[src/rtl/pr_encoder_q.sv]
// pr_encoder_q
//   Registered priority encoder with request latching and a valid/ack
//   output handshake. Request pulses on data_in are collected into a pending
//   register; one index at a time is presented on y_out and held until the
//   consumer acknowledges it.
//
//   Build option: define PR_ENC_RR_EN for round-robin arbitration (a pointer
//   remembers the last loaded index and the search restarts just below it).
//   Left undefined, the highest set index always wins.
//
//   Ports
//     clk          rising-edge clock
//     rst_n        asynchronous active-low reset
//     data_in      request pulses, one bit per source
//     clear        synchronous clear of pending, ovf and the held output
//     ack_in       consumer accepts y_out (ignored while valid_out = 0)
//     y_out        index of the presented request
//     valid_out    y_out holds a live request
//     pending_out  pending requests, excluding the presented index
//     ovf          sticky overrun flag
//
//   Slot states
//     IDLE | valid_out = 0, next non-empty pend_eff is loaded
//     HOLD | valid_out = 1, y_out frozen until ack_in
module pr_encoder_q #(
  parameter  int N = 8,
  localparam int W = $clog2(N)
) (
  input  logic         clk,
  input  logic         rst_n,
  input  logic [N-1:0] data_in,
  input  logic         clear,
  input  logic         ack_in,
  output logic [W-1:0] y_out,
  output logic         valid_out,
  output logic [N-1:0] pending_out,
  output logic         ovf
);

  logic [N-1:0] pend_q, pend_d;
  logic [W-1:0] y_q, y_d;
  logic         valid_q, valid_d;
  logic         ovf_q, ovf_d;

  logic [N-1:0] pend_eff;
  logic [N-1:0] win_oh;
  logic [N-1:0] held_oh;
  logic [W-1:0] win_idx;
  logic         win_found;
  logic         hold;
  logic         hold_hit;
  logic         ovf_set;

`ifdef PR_ENC_RR_EN
  logic [W-1:0] ptr_q, ptr_d;
  logic [W-1:0] cand;
`endif

  // Winner search over pend_eff.
  always_comb begin
    pend_eff  = pend_q | data_in;
    win_found = 1'b0;
    win_idx   = '0;
`ifdef PR_ENC_RR_EN
    cand      = '0;
    // Descending from (ptr-1) mod N, wrapping below 0 to N-1; ptr itself last.
    for (int k = 1; k <= N; k++) begin
      cand = W'((int'(ptr_q) + N - k) % N);
      if (!win_found && pend_eff[cand]) begin
        win_found = 1'b1;
        win_idx   = cand;
      end
    end
`else
    // Ascending scan, so the last (highest) set index overwrites earlier ones.
    for (int i = 0; i < N; i++) begin
      if (pend_eff[i]) begin
        win_found = 1'b1;
        win_idx   = W'(i);
      end
    end
`endif
  end

  always_comb begin
    win_oh   = N'(1) << win_idx;
    held_oh  = N'(1) << y_q;
    hold     = valid_q & ~ack_in;
    // A repeat request for the index being held is an overrun and is dropped,
    // so the same index is never presented twice for one burst.
    hold_hit = hold & data_in[y_q];

    pend_d  = pend_q;
    y_d     = y_q;
    valid_d = valid_q;
    ovf_set = 1'b0;
`ifdef PR_ENC_RR_EN
    ptr_d   = ptr_q;
`endif

    if (clear) begin
      pend_d  = '0;
      y_d     = '0;
      valid_d = 1'b0;
`ifdef PR_ENC_RR_EN
      ptr_d   = '0;
`endif
    end else if (hold) begin
      ovf_set = (|(data_in & pend_q)) | hold_hit;
      pend_d  = pend_eff & ~(hold_hit ? held_oh : '0);
    end else if (win_found) begin
      // A new pulse on the winner is absorbed into this load, not an overrun.
      ovf_set = |(data_in & pend_q & ~win_oh);
      pend_d  = pend_eff & ~win_oh;
      y_d     = win_idx;
      valid_d = 1'b1;
`ifdef PR_ENC_RR_EN
      ptr_d   = win_idx;
`endif
    end else begin
      pend_d  = pend_eff;
      valid_d = 1'b0;
    end

    ovf_d = clear ? 1'b0 : (ovf_q | ovf_set);
  end

  always_ff @(posedge clk or negedge rst_n) begin
    if (!rst_n) begin
      pend_q  <= '0;
      y_q     <= '0;
      valid_q <= 1'b0;
      ovf_q   <= 1'b0;
`ifdef PR_ENC_RR_EN
      ptr_q   <= '0;
`endif
    end else begin
      pend_q  <= pend_d;
      y_q     <= y_d;
      valid_q <= valid_d;
      ovf_q   <= ovf_d;
`ifdef PR_ENC_RR_EN
      ptr_q   <= ptr_d;
`endif
    end
  end

  assign y_out       = y_q;
  assign valid_out   = valid_q;
  assign pending_out = pend_q;
  assign ovf         = ovf_q;

endmodule

[config.mk]
export PLATFORM = sky130hd
export DESIGN_NAME = pr_encoder_q
export DESIGN_NICKNAME = d
export VERILOG_FILES = /design/src/rtl/pr_encoder_q.sv
export SDC_FILE = /design/constraint.sdc
export NUM_CORES = 1
export LEC_CHECK = 0
export ABC_AREA = 1
export BUFFER_PORTS_ARGS = -buffer_cell sky130_fd_sc_hd__buf_4
export CAP_MARGIN = 30
export CORE_MARGIN = 3
export CORE_UTILIZATION = 35
export DETAILED_ROUTE_END_ITERATION = 12
export PLACE_DENSITY = 0.59
export RECOVER_POWER = 25
export REMOVE_ABC_BUFFERS = 1
export SLEW_MARGIN = 10
export SYNTH_ARGS = -nofsm -noshare
export SYNTH_HDL_FRONTEND = slang
export SYNTH_SLANG_ARGS = --single-unit
export TNS_END_PERCENT = 30
[constraint.sdc]
create_clock -name clk -period 1.63 [get_ports clk]
set_clock_uncertainty 0.05 [all_clocks]
set_input_delay 0.326 -clock clk [delete_from_list [all_inputs] [get_ports clk]]
set_output_delay 0.326 -clock clk [all_outputs]
set_load 0.05 [all_outputs]
After elaboration in Yosys (flattened, before gate mapping). Cells that the tools add are included.

$lt $le $gt $ge: 1. Equality and inequality tests: 1. Shift-type cells: 2. Muxes and demuxes: 31. Bitwise operators: 12. Reductions and logical operators: 4.

Operator list (number): 8-bit bitwise AND (4); 8-bit 2-to-1 mux (4); 3-bit 2-to-1 mux (9); 1-bit 2-to-1 mux (17); 8-bit inverter (2); 8-bit OR reduction (2); 1-bit by 3-bit << shifter with 8-bit output, first input constant (2); 8-bit OR (1); 3-bit by 4-bit < comparator with 1-bit output, second input constant (1); 1-bit binary-select mux with 3-bit select (1); 1-bit bitwise AND (2); 2-bit inequality test, second input constant (1); 1-bit OR (2); 2-bit AND reduction (1); 2-bit nonzero test (1); 1-bit inverter (1).

Flip-flop bits (word level): 13. Output and inout bits: 13. Word-level logic and storage cells: 55.

Logic depth before layout (Yosys ltp). Gate-level depths: netlist of run 1.

Depth in word-level cells: 17. Mapped depth: 13. Gate-level depth less buffers: 13.

Worst setup path after synthesis of run 1. No wires, ideal clock.

Path type: flip-flop to flip-flop. From: register y_q[1], in the netlist y_out[1]. To: register pend_q[2], in the netlist pending_out[2]. Setup time: 120 ps. Data arrival time: 1555 ps. Required time: 1460 ps. Path slack: -94 ps. Stages on the path, launching flop included: 9. Period minus slack after synthesis: 1724 ps. Cells stage by stage: dfrtp_1 inv_1 nor2_2 a21oi_1 nand3_2 nand2_2 nor2_4 nand3_1 and3_1.

Word-level cells in the longest chain between the ends: 8. Elaborated cells between the ends (all ways): 9.

RTL lines: start, declared (line 41) `logic [W-1:0] y_q, y_d;`; start signal, assigned (line 139) `y_q <= y_d;`; 1-bit binary-select mux with 3-bit select (line 91) `hold_hit = hold & data_in[y_q];`; 1-bit 2-to-1 mux (implied by the code) (line 91); 1-bit bitwise AND (line 91); 8-bit 2-to-1 mux * (line 110) `pend_d = pend_eff & ~(hold_hit ? held_oh : '0);`; 8-bit inverter * (line 110); 8-bit bitwise AND * (line 110); 8-bit 2-to-1 mux * (line 108) `end else if (hold) begin`; 8-bit 2-to-1 mux * (line 101) `if (clear) begin`; net pend_d[2] (line 40) `logic [N-1:0] pend_q, pend_d;`; end signal, assigned (line 138) `pend_q <= pend_d;`; end, declared (line 40).

Mark *: on every way through the listed nets, which the timed path passes. The rest lies on a longest branch. The select of a mux whose other input is x is not followed. A chain may end at the register's enable or synchronous reset.

Worst setup path in the final report of run 1.
From: register pend_q[6], in the netlist pending_out[6]. To: register ovf_q, in the netlist ovf.

Word-level cells in the longest chain between the ends: 12. Elaborated cells between the ends (all ways): 17.

RTL lines: 8-bit OR (line 61) `pend_eff = pend_q | data_in;`; 3-bit 2-to-1 mux (2 in a row) (line 77) `if (pend_eff[i]) begin`; 1-bit by 3-bit << shifter with 8-bit output (line 86) `win_oh = N'(1) << win_idx;`; 8-bit inverter (line 113) `ovf_set = |(data_in & pend_q & ~win_oh);`; 8-bit bitwise AND (line 113); 8-bit OR reduction (line 113); 1-bit 2-to-1 mux (line 111) `end else if (win_found) begin`; 1-bit 2-to-1 mux * (line 108); 1-bit 2-to-1 mux * (line 101); 1-bit OR * (line 125) `ovf_d = clear ? 1'b0 : (ovf_q | ovf_set);`; 1-bit 2-to-1 mux * (line 125); net ovf_d (line 43) `logic ovf_q, ovf_d;`; end signal, assigned (line 141) `ovf_q <= ovf_d;`; end, declared (line 43).

Mark *: on every way through the listed nets, which the timed path passes. The rest lies on a longest branch.

==> results of run 1 <==
==> repair_timing <==
item,in CTS,in global routing
resized for setup,0,30
setup buffers,0,11
endpoints found under the setup margin,0,7
hold buffers,1,0
hold endpoints to repair,13,0
==> logic make-up (layout without fill, tap and decap cells) <==
kind of cell,count (synthesis),in the layout
and+or+nand+nor,86,86
buffers and inverters,32,82
AOI/OAI and AO/OA,23,23
DFF,13,13
==> critical path: cells and delay by family (launching register included) <==
| family | cells | cell delay, ps |
|---|---|---|
| flip-flops | 1 | 400 |
| AND/OR/NAND/NOR | 9 | 660 |
| buffers and inverters | 2 | 170 |
| AO/OA/AOI/OAI | 1 | 190 |
==> final timing paths <==
kind | slack, ps | depth (start not counted) | end
max reg2reg | 50 | 12 | ovf$_DFF_PN0_
max | 50 | 12 | ovf$_DFF_PN0_
min in group asynchronous | 560 | 2 | pending_out[0]$_DFF_PN0_
max in group asynchronous | 440 | 2 | y_out[1]$_DFFE_PN0P_
min reg2reg | 460 | 2 | ovf$_DFF_PN0_
min | 190 | 2 | pending_out[1]$_DFF_PN0_
==> power groups by stage <==
stage / sequential [mW] / combinational (mW) / clock (mW)
finish: 0.383 / 0.519 / 0.215
detailed placement: 0.384 / 0.440 / 0
CTS: 0.378 / 0.443 / 0.221
floorplan: 0.484 / 0.173 / 0
global placement: 0.384 / 0.441 / 0
global route: 0.387 / 0.557 / 0.235
==> layout make-up <==
class                   count  area (µm²)  area share
multi-input cells         109         652       0.429
repair buffers             46         357       0.235
well taps                  30        37.5      0.0247
clock buffers               4        26.3      0.0173
flip-flops and latches     13         328       0.216
inverters                  32         120      0.0790
==> synthesized netlist by cell type <==
library cell | count | area (µm²)
nor2_4 | 3 | 33.8
a21oi_2 | 2 | 17.5
dfrtp_1 | 13 | 325
nand2_1 | 33 | 124
nand3_1 | 14 | 70.1
a211oi_2 | 2 | 25.0
o221ai_1 | 1 | 8.76
nand2_2 | 5 | 31.3
nand3_2 | 1 | 10.0
a22oi_1 | 4 | 30.0
o21ai_0 | 3 | 15.0
nor3_1 | 2 | 10.0
inv_1 | 25 | 93.8
nor2_2 | 5 | 31.3
a31oi_1 | 1 | 6.26
o21ai_1 | 2 | 10.0
a211oi_1 | 1 | 7.51
inv_2 | 7 | 26.3
o22ai_1 | 3 | 18.8
nor2_1 | 22 | 82.6
a21oi_1 | 4 | 20.0
and3_1 | 1 | 6.26
==> routing by layer <==
layer  GRT usage  vias to the layer above  share of wire
met5           0                        -              0
met4      0.0601                        0          0.026
met3      0.0501                       12          0.070
met2       0.303                       59           0.48
met1       0.261                      579           0.42
li1            -                      586              -
==> registers in the layout, summed over array words and instances (netlist names) <==
| signal | cells |
|---|---|
| ovf | 1 |
| pending_out | 8 |
| valid_out | 1 |
| y_out | 3 |
==> metrics by stage <==
step	worst slack [ps]	cells	power, mW
2_1_floorplan	-94.5	154	0.657
3_3_place_gp	-2.20	218	0.825
3_5_place_dp	10.1	218	0.823
4_1_cts	45.9	223	1.04
5_1_grt	-76.6	234	1.18
6_report	50.3	234	1.12
==> results.toml, run 1 <==
[detailed_routing]
drt_pass1_iterations = 4
drc_errors = 0
drt-initial-drc-count = 71
drtAntennaViolNets = 0
wl_per_cell_um = 14.9
routed_wirelength_um = 3490
viasPerCell = 5.28
num_vias = 1236

[power]
swShare = 0.428
p_seq_frac = 0.342
switching_power_mw = 0.478
p_leak_nw = 0.793
power_density_nw_per_um2 = 735
p_clk_frac = 0.193
intPower_mw = 0.639
pwr-share-comb = 0.465
max-vdd-ir-drop_mv = 0.526

[finish]
layout_common_cells = "buf_4, nand2_1, inv_1"
fin_area_um2 = 1520
antenna_cells = 0
layout_commonest_cell = "buf_4"
fillers = 249
area_delta_synth_final_pct = 51.5
utilization = 0.587
nNetsFinal = 217
drive_gt1_frac = 0.471

[critical_path]
r2r_start = "pending_out[6]$_DFF_PN0_"
cp-startpoint = "pending_out[6]$_DFF_PN0_"
critical_path.max_fanout = 4
crit_chain = "inv_2 -> nand2_2 -> inv_2 -> nand2_1 -> a21oi_4 -> nand3_2 -> nand2_1 -> nand2_1 -> nor2_1 -> nand2_1 -> nand2_1 -> nand2_1"
cp_slowest_stage_delay_ps = 400
arrival_ps = 1710
crit_path_frequent_cell = "nand2_1"
critical_path_class = "reg -> reg"
slowest_stage = "dfrtp_1"
required_ps = 1760
setup.worst_path.end_class = "flip-flop"
cp-start-kind = "flip-flop"

[yosys]
synth-compound-area-share = 0.158
ys_seq_area_frac = 0.324
netlist-cell-type-count = 22
netlist_instances = 154
synth_top_family_by_area = "simple AND/OR/NAND/NOR gates"
synthesis.yosys.warnings = 0
synthesis.area_um2 = 1000
syn_avg_cell_area_um2 = 6.52
ys_seq_elements = 13
yosys.area_share.simple = 0.398
synthAdderAreaFrac = 0
synthXorXnorAreaFrac = 0
synth.mux.area_fraction = 0

[sta]
slew_violations = 0
worstMarginPinSlew_ps = 763
min_period_over_period = 0.969
post-route-min-period_ps = 1580
final-setup-viol-count = 0
whs_ps = 191
relSlewSlack = 0.492
finalSetupTns_ps = 0
rsz0062_at_grt = "true"
hold_viol_final = 0
fmax_mhz = 633

[clock_network]
htreeDepth = 1
cts_tree = "built"
clock_latency_ps = 290
cts-root-buf = "clkbuf_4"
clk_pin_slew_ps = 90
numClockSinks = 13
ctsLongestPathBuffers = 2
numCtsBuffers = 3

[global_route]
grt_pass1_vias = 1103
grt_pass1_wl_um = 5110
overflow = 0
antenna_found_initial = 0
grt_max_degree = 14
track_usage = 0.194

[die]
die_w_um = 59.5
ios = 25
start_util = 0.387
num_rows = 18
die_height_um = 59.5
die-area_um2 = 3550
core-area_um2 = 2590

[flow_run]
drv_cap = 0

[worst_hold_path]
hold_class = "in -> reg"
hp-start = "clear"

[run_status]
status = "complete, no violations"

[placement]
placed_cell_area_um2 = 1300
gp_congestion = 0.882
dp_hpwl_um = 2480
io_buffer_count = 24
(Power assumes the default switching activity.)
==> run 2, diff against run 1 <==
--- a/config.mk
+++ b/config.mk
@@ -10,8 +10,9 @@
 export CAP_MARGIN = 30
 export CORE_MARGIN = 3
 export CORE_UTILIZATION = 35
+export CTS_BUF_LIST = sky130_fd_sc_hd__clkbuf_16
 export DETAILED_ROUTE_END_ITERATION = 12
-export PLACE_DENSITY = 0.59
+export PLACE_DENSITY = 0.62
 export RECOVER_POWER = 25
 export REMOVE_ABC_BUFFERS = 1
 export SLEW_MARGIN = 10
==> constraint.sdc (replaced) <==
create_clock -name clk -period 1.4 [get_ports clk]
set_clock_uncertainty 0.05 [all_clocks]
set_input_delay 0.28 -clock clk [delete_from_list [all_inputs] [get_ports clk]]
set_output_delay 0.28 -clock clk [all_outputs]
set_load 0.05 [all_outputs]
==> run 2 against run 1 <==
  * The run now ends with setup timing left
  * Highest routed layer unchanged
  * Maximum frequency down 6.5%
  * Die area unchanged
  * Power up 60%
  * Count of clock-buffer cells in the layout down 1
  * Critical path type unchanged
  * Final area up 33%
  * Worst setup slack worse by 340 ps
  * Wire length up 32%
  * Via count up 19%
  * Non-clock buffer count up 47
==> results.toml, run 2 (synthesis results as in run 1) <==
[global_route]
grt_max_degree = 14
track_usage = 0.267
grt_pass1_wl_um = 6870
overflow = 0
grt_pass1_vias = 1457
antenna_found_initial = 0

[clock_network]
numCtsBuffers = 3
htreeDepth = 1
numClockSinks = 13
ctsLongestPathBuffers = 2
clock_latency_ps = 250
clk_pin_slew_ps = 50
cts-root-buf = "clkbuf_16"
cts_tree = "built"

[sta]
min_period_over_period = 1.21
fmax_mhz = 592
worstMarginPinSlew_ps = 759
finalSetupTns_ps = -2260
hold_viol_final = 0
final-setup-viol-count = 14
rsz0062_at_grt = "true"
layout_setup_ws_ps = -289
post-route-min-period_ps = 1690
slew_violations = 0
relSlewSlack = 0.494

[die]
die_w_um = 59.5
num_rows = 18
start_util = 0.387
ios = 25
die_height_um = 59.5
core-area_um2 = 2590
die-area_um2 = 3550

[detailed_routing]
num_vias = 1473
drt_pass1_iterations = 4
drc_errors = 0
routed_wirelength_um = 4600
wl_per_cell_um = 16.4
viasPerCell = 5.24
drtAntennaViolNets = 0
drt-initial-drc-count = 108

[finish]
antenna_cells = 0
layout_commonest_cell = "buf_4"
instances_no_fill = 281
area_delta_synth_final_pct = 101
largest_reg_flops = 8
drive_gt1_frac = 0.622
layout_common_cells = "buf_4, nand2_1, inv_1"
nNetsFinal = 264
fin_area_um2 = 2020

[critical_path]
slowest_stage = "dfrtp_1"
required_ps = 1490
crit_path_frequent_cell = "nand2_1"
cp_slowest_stage_delay_ps = 420
critical_path_class = "reg -> reg"
arrival_ps = 1780
critical_path.max_fanout = 4
cp_num_buf_inv = 0
cp-start-kind = "flip-flop"
cp_top_family = "simple AND/OR/NAND/NOR gates"
crit_chain = "nor2_4 -> nand2_1 -> nand2_2 -> nand2_2 -> nand2_4 -> nand3_2 -> nand2_1 -> nand2_1 -> nor2_2 -> nand2_1 -> nand2_1 -> nand2_1"
setup.worst_path.end_class = "flip-flop"

[flow_run]
drv_cap = 0

[placement]
placed_cell_area_um2 = 1580
gp_congestion = 0.933
io_buffer_count = 24
dp_hpwl_um = 2900
dpl.cell_count = 254
pre_cts_ws_ps = -274

[worst_hold_path]
hold_class = "in -> reg"

[power]
power_density_nw_per_um2 = 886
p_leak_nw = 1.08
max-vdd-ir-drop_mv = 0.753
power_mw = 1.79

[run_status]
status = "complete, but fails checks"
violations = "setup timing"
run 2: changes by cell type in the layout (fill, tap and decap cells not counted), moves of 2 or more:
cell and change:
nand3_1 -3, nand2_4 +5, buf_4 +44, buf_6 +3, nor2_1 -2, nor2_4 +2, inv_2 +2, clkbuf_4 -3
clkbuf_16 +3, nand3_2 +3, nand2_2 -4
run 2: report_power, final:
group          internal, mW  total [mW]  switching, mW  leakage [nW]
clock                 0.378       0.553          0.175        0.0423
combinational         0.337       0.780          0.443         0.878
sequential            0.411       0.455         0.0431         0.161
total                  1.13        1.79          0.661          1.08
run 2: per-layer routing:
| metal | track usage | vias to the layer above | part of all wire |
|---|---|---|---|
| li1 | - | 684 | - |
| met1 | 0.325 | 692 | 0.36 |
| met2 | 0.449 | 75 | 0.52 |
| met3 | 0.0479 | 22 | 0.082 |
| met4 | 0.130 | 0 | 0.039 |
| met5 | 0 | - | 0 |
run 2: final cells by class:
class	instances	area [µm²]
Multi-Input combinational cell	109	733
Timing Repair Buffer	93	721
Fill cell	169	572
Sequential cell	13	328
Inverter	32	120
Clock buffer	3	75.1
Tap cell	30	37.5
Clock inverter	1	3.75
run 2: final timing paths:
path | from | endpoint | slack, ps | depth (start not counted)
min in group asynchronous | rst_n | y_out[2]$_DFFE_PN0P_ | 570 | 2
hold / removal | clear | pending_out[1]$_DFF_PN0_ | 190 | 2
max in group asynchronous | rst_n | y_out[1]$_DFFE_PN0P_ | 210 | 2
hold reg to reg | ovf$_DFF_PN0_ | ovf$_DFF_PN0_ | 460 | 2
setup reg to reg | pending_out[2]$_DFF_PN0_ | ovf$_DFF_PN0_ | -290 | 12
setup / recovery | pending_out[2]$_DFF_PN0_ | ovf$_DFF_PN0_ | -290 | 12
run 2: worst reg2reg max path, cell delays in order (launching register included):
cell     delay, ps
dfrtp_1        420
nor2_4         190
nand2_1        120
nand2_2        110
nand2_2         70
nand2_4         90
nand3_2         90
nand2_1         80
nand2_1         60
nor2_2         120
nand2_1         80
nand2_1         70
nand2_1         50
run 2: timing repair:
| action | CTS | global route |
|---|---|---|
| pin swaps | 18 | 13 |
| endpoints found under the hold margin | 13 | 0 |
| hold buffers | 1 | 0 |
| buffers inserted | 14 | 8 |
| gates resized for setup | 37 | 16 |
| setup endpoints to repair | 12 | 13 |
run 2: metrics by stage:
step / utilization / hold WS, ps
after global placement: 0.610 / 89.9
final: 0.779 / 195
after global routing: 0.779 / 203
after detailed placement: 0.610 / 91.4
after CTS: 0.732 / 188
after floorplan: - / -65.6
==> run 3, diff against run 2 <==
--- a/config.mk
+++ b/config.mk
@@ -8,11 +8,13 @@
 export ABC_AREA = 1
 export BUFFER_PORTS_ARGS = -buffer_cell sky130_fd_sc_hd__buf_4
 export CAP_MARGIN = 30
+export CELL_PAD_IN_SITES_DETAIL_PLACEMENT = 1
+export CELL_PAD_IN_SITES_GLOBAL_PLACEMENT = 2
 export CORE_MARGIN = 3
-export CORE_UTILIZATION = 35
+export CORE_UTILIZATION = 24
 export CTS_BUF_LIST = sky130_fd_sc_hd__clkbuf_16
 export DETAILED_ROUTE_END_ITERATION = 12
-export PLACE_DENSITY = 0.62
+export PLACE_DENSITY = 0.75
 export RECOVER_POWER = 25
 export REMOVE_ABC_BUFFERS = 1
 export SLEW_MARGIN = 10
==> run 3 against run 2 <==
  * The flow still finishes with violations (setup timing)
  * Register-to-register slack gained 110 ps
  * Clock power grew 3%
  * Wire length grew 1.6%
  * Critical path depth is the same
  * Maximum frequency grew 7.1%
  * Power shrank 2.5%
  * Core utilization shrank 29 points
  * Worst hold slack lost 1.5 ps
  * Combinational power shrank 7.6%
  * Worst setup slack gained 110 ps
  * Final area shrank 6.4%
  * Critical path type unchanged
  * Critical endpoint unchanged
==> results.toml, run 3 (synthesis results as in run 1) <==
[clock_network]
cts_tree = "built"
ctsLongestPathBuffers = 2
clk_pin_slew_ps = 50
cts-root-buf = "clkbuf_16"
htreeDepth = 1
numClockSinks = 13
clock_latency_ps = 250
numCtsBuffers = 3

[finish]
fillers = 486
layout_common_cells = "buf_4, nand2_1, inv_1"
nNetsFinal = 251
seq_area_um2 = 328
largest_reg_flops = 8
area_delta_synth_final_pct = 88.3
layout_commonest_cell = "buf_4"
drive_gt1_frac = 0.580
antenna_cells = 0
multi_input_area_um2 = 701

[placement]
gp_congestion = 0.927
io_buffer_count = 24
dp_hpwl_um = 3580

[critical_path]
cp-start-kind = "flip-flop"
cp_slowest_stage_delay_ps = 380
crit_chain = "inv_2 -> nand2_4 -> inv_2 -> nand2_2 -> a21oi_4 -> nand3_2 -> nand2_1 -> nand2_1 -> nor2_1 -> nand2_1 -> nand2_1 -> nand2_1"
critical_path_class = "reg -> reg"
slowest_stage = "dfrtp_1"
arrival_ps = 1660
crit_path_frequent_cell = "nand2_1"
required_ps = 1490
setup.worst_path.end_class = "flip-flop"
critical_path.max_fanout = 4

[global_route]
track_usage = 0.191
antenna_found_initial = 0
overflow = 0
grt_pass1_vias = 1456
grt_pass1_wl_um = 7370
grt_max_degree = 14

[power]
intPower_mw = 1.09
switching_power_mw = 0.656
swShare = 0.376
pwr-share-comb = 0.413
max-vdd-ir-drop_mv = 0.372
p_leak_nw = 0.996
p_clk_frac = 0.326
p_seq_frac = 0.261
power_density_nw_per_um2 = 923

[detailed_routing]
routed_wirelength_um = 4680
drc_errors = 0
viasPerCell = 4.67
drtAntennaViolNets = 0
drt-initial-drc-count = 56
drt_pass1_iterations = 4
wl_per_cell_um = 16.3
num_vias = 1337

[sta]
worstMarginPinSlew_ps = 878
whs_ps = 193
slew_violations = 0
rsz0062_at_grt = "true"
final-setup-viol-count = 12
finalSetupTns_ps = -1320
fmax_mhz = 634
min_period_over_period = 1.13
hold_viol_final = 0
post-route-min-period_ps = 1580
layout_setup_ws_ps = -177
relSlewSlack = 0.415

[die]
num_rows = 22
die_w_um = 70.7
core-area_um2 = 3850
start_util = 0.260
die-area_um2 = 4990
die_height_um = 70.7
ios = 25

[run_status]
status = "complete, but fails checks"
violations = "setup timing"

[worst_hold_path]
hold_class = "in -> reg"

[flow_run]
drv_cap = 0
run 3: cell count changes in the layout (fill, tap and decap cells not counted), moves of 2 or more:
cell and delta:
buf_4 -9, buf_6 -3, nand2_1 +2, nand2_4 -3
run 3: power by group through the flow:
stage / Sequential (mW) / Clock [mW] / Combinational (mW)
after detailed placement: 0.449 / 0 / 0.625
after global placement: 0.446 / 0 / 0.610
after global routing: 0.458 / 0.585 / 0.771
after floorplan: 0.563 / 0 / 0.201
after CTS: 0.454 / 0.575 / 0.684
final: 0.454 / 0.568 / 0.721
run 3: final cells by class:
| class | count | area share |
|---|---|---|
| Sequential cell | 13 | 0.174 |
| Inverter | 32 | 0.0649 |
| Clock buffer | 3 | 0.0397 |
| Clock inverter | 1 | 0.00199 |
| Tap cell | 48 | 0.0318 |
| Multi-Input combinational cell | 109 | 0.371 |
| Timing Repair Buffer | 80 | 0.317 |
run 3: path summary, 6_finish.rpt:
kind	start	to	slack (ps)	depth (start not counted)
max in group asynchronous	rst_n	y_out[0]$_DFFE_PN0P_	90	2
worst max-delay path	pending_out[7]$_DFF_PN0_	ovf$_DFF_PN0_	-180	12
worst max register to register	pending_out[7]$_DFF_PN0_	ovf$_DFF_PN0_	-180	12
worst min register to register	ovf$_DFF_PN0_	ovf$_DFF_PN0_	540	2
worst min-delay path	clear	pending_out[1]$_DFF_PN0_	190	2
min in group asynchronous	rst_n	pending_out[4]$_DFF_PN0_	620	2
run 3: through the flow:
| stage | std cells | utilization | worst slack [ps] | power (mW) | cell area (µm²) |
|---|---|---|---|---|---|
| 2_1_floorplan | 154 | - | -324 | 0.765 | 1000 |
| 3_3_place_gp | 272 | 0.412 | -264 | 1.06 | 1590 |
| 5_1_grt | 286 | 0.490 | -279 | 1.81 | 1890 |
| 4_1_cts | 281 | 0.472 | -153 | 1.71 | 1820 |
| 6_report | 286 | 0.490 | -177 | 1.74 | 1890 |
| 3_5_place_dp | 272 | 0.412 | -305 | 1.07 | 1590 |
run 3: timing repair:
| action | 4_1_cts | 5_1_grt |
|---|---|---|
| pin swaps | 8 | 13 |
| setup endpoints to repair | 12 | 12 |
| endpoints found under the hold margin | 13 | 0 |
| buffers inserted | 4 | 5 |
| resized for setup | 33 | 10 |
| hold buffers | 1 | 0 |
run 3: metal layers:
layer  up-vias  track usage  part of all wire
li1        657            -                 -
met4         0       0.0605             0.019
met1       636        0.236              0.44
met2        36        0.337              0.50
met3         8       0.0327             0.041
met5         -            0                 0
run 3: critical path: cells and delay by family, from the launching register on:
| family | cells | cell delay, ps |
|---|---|---|
| DFF | 1 | 380 |
| and+or+nand+nor | 9 | 670 |
| AOI/OAI and AO/OA | 1 | 210 |
| buffers and inverters | 2 | 160 |
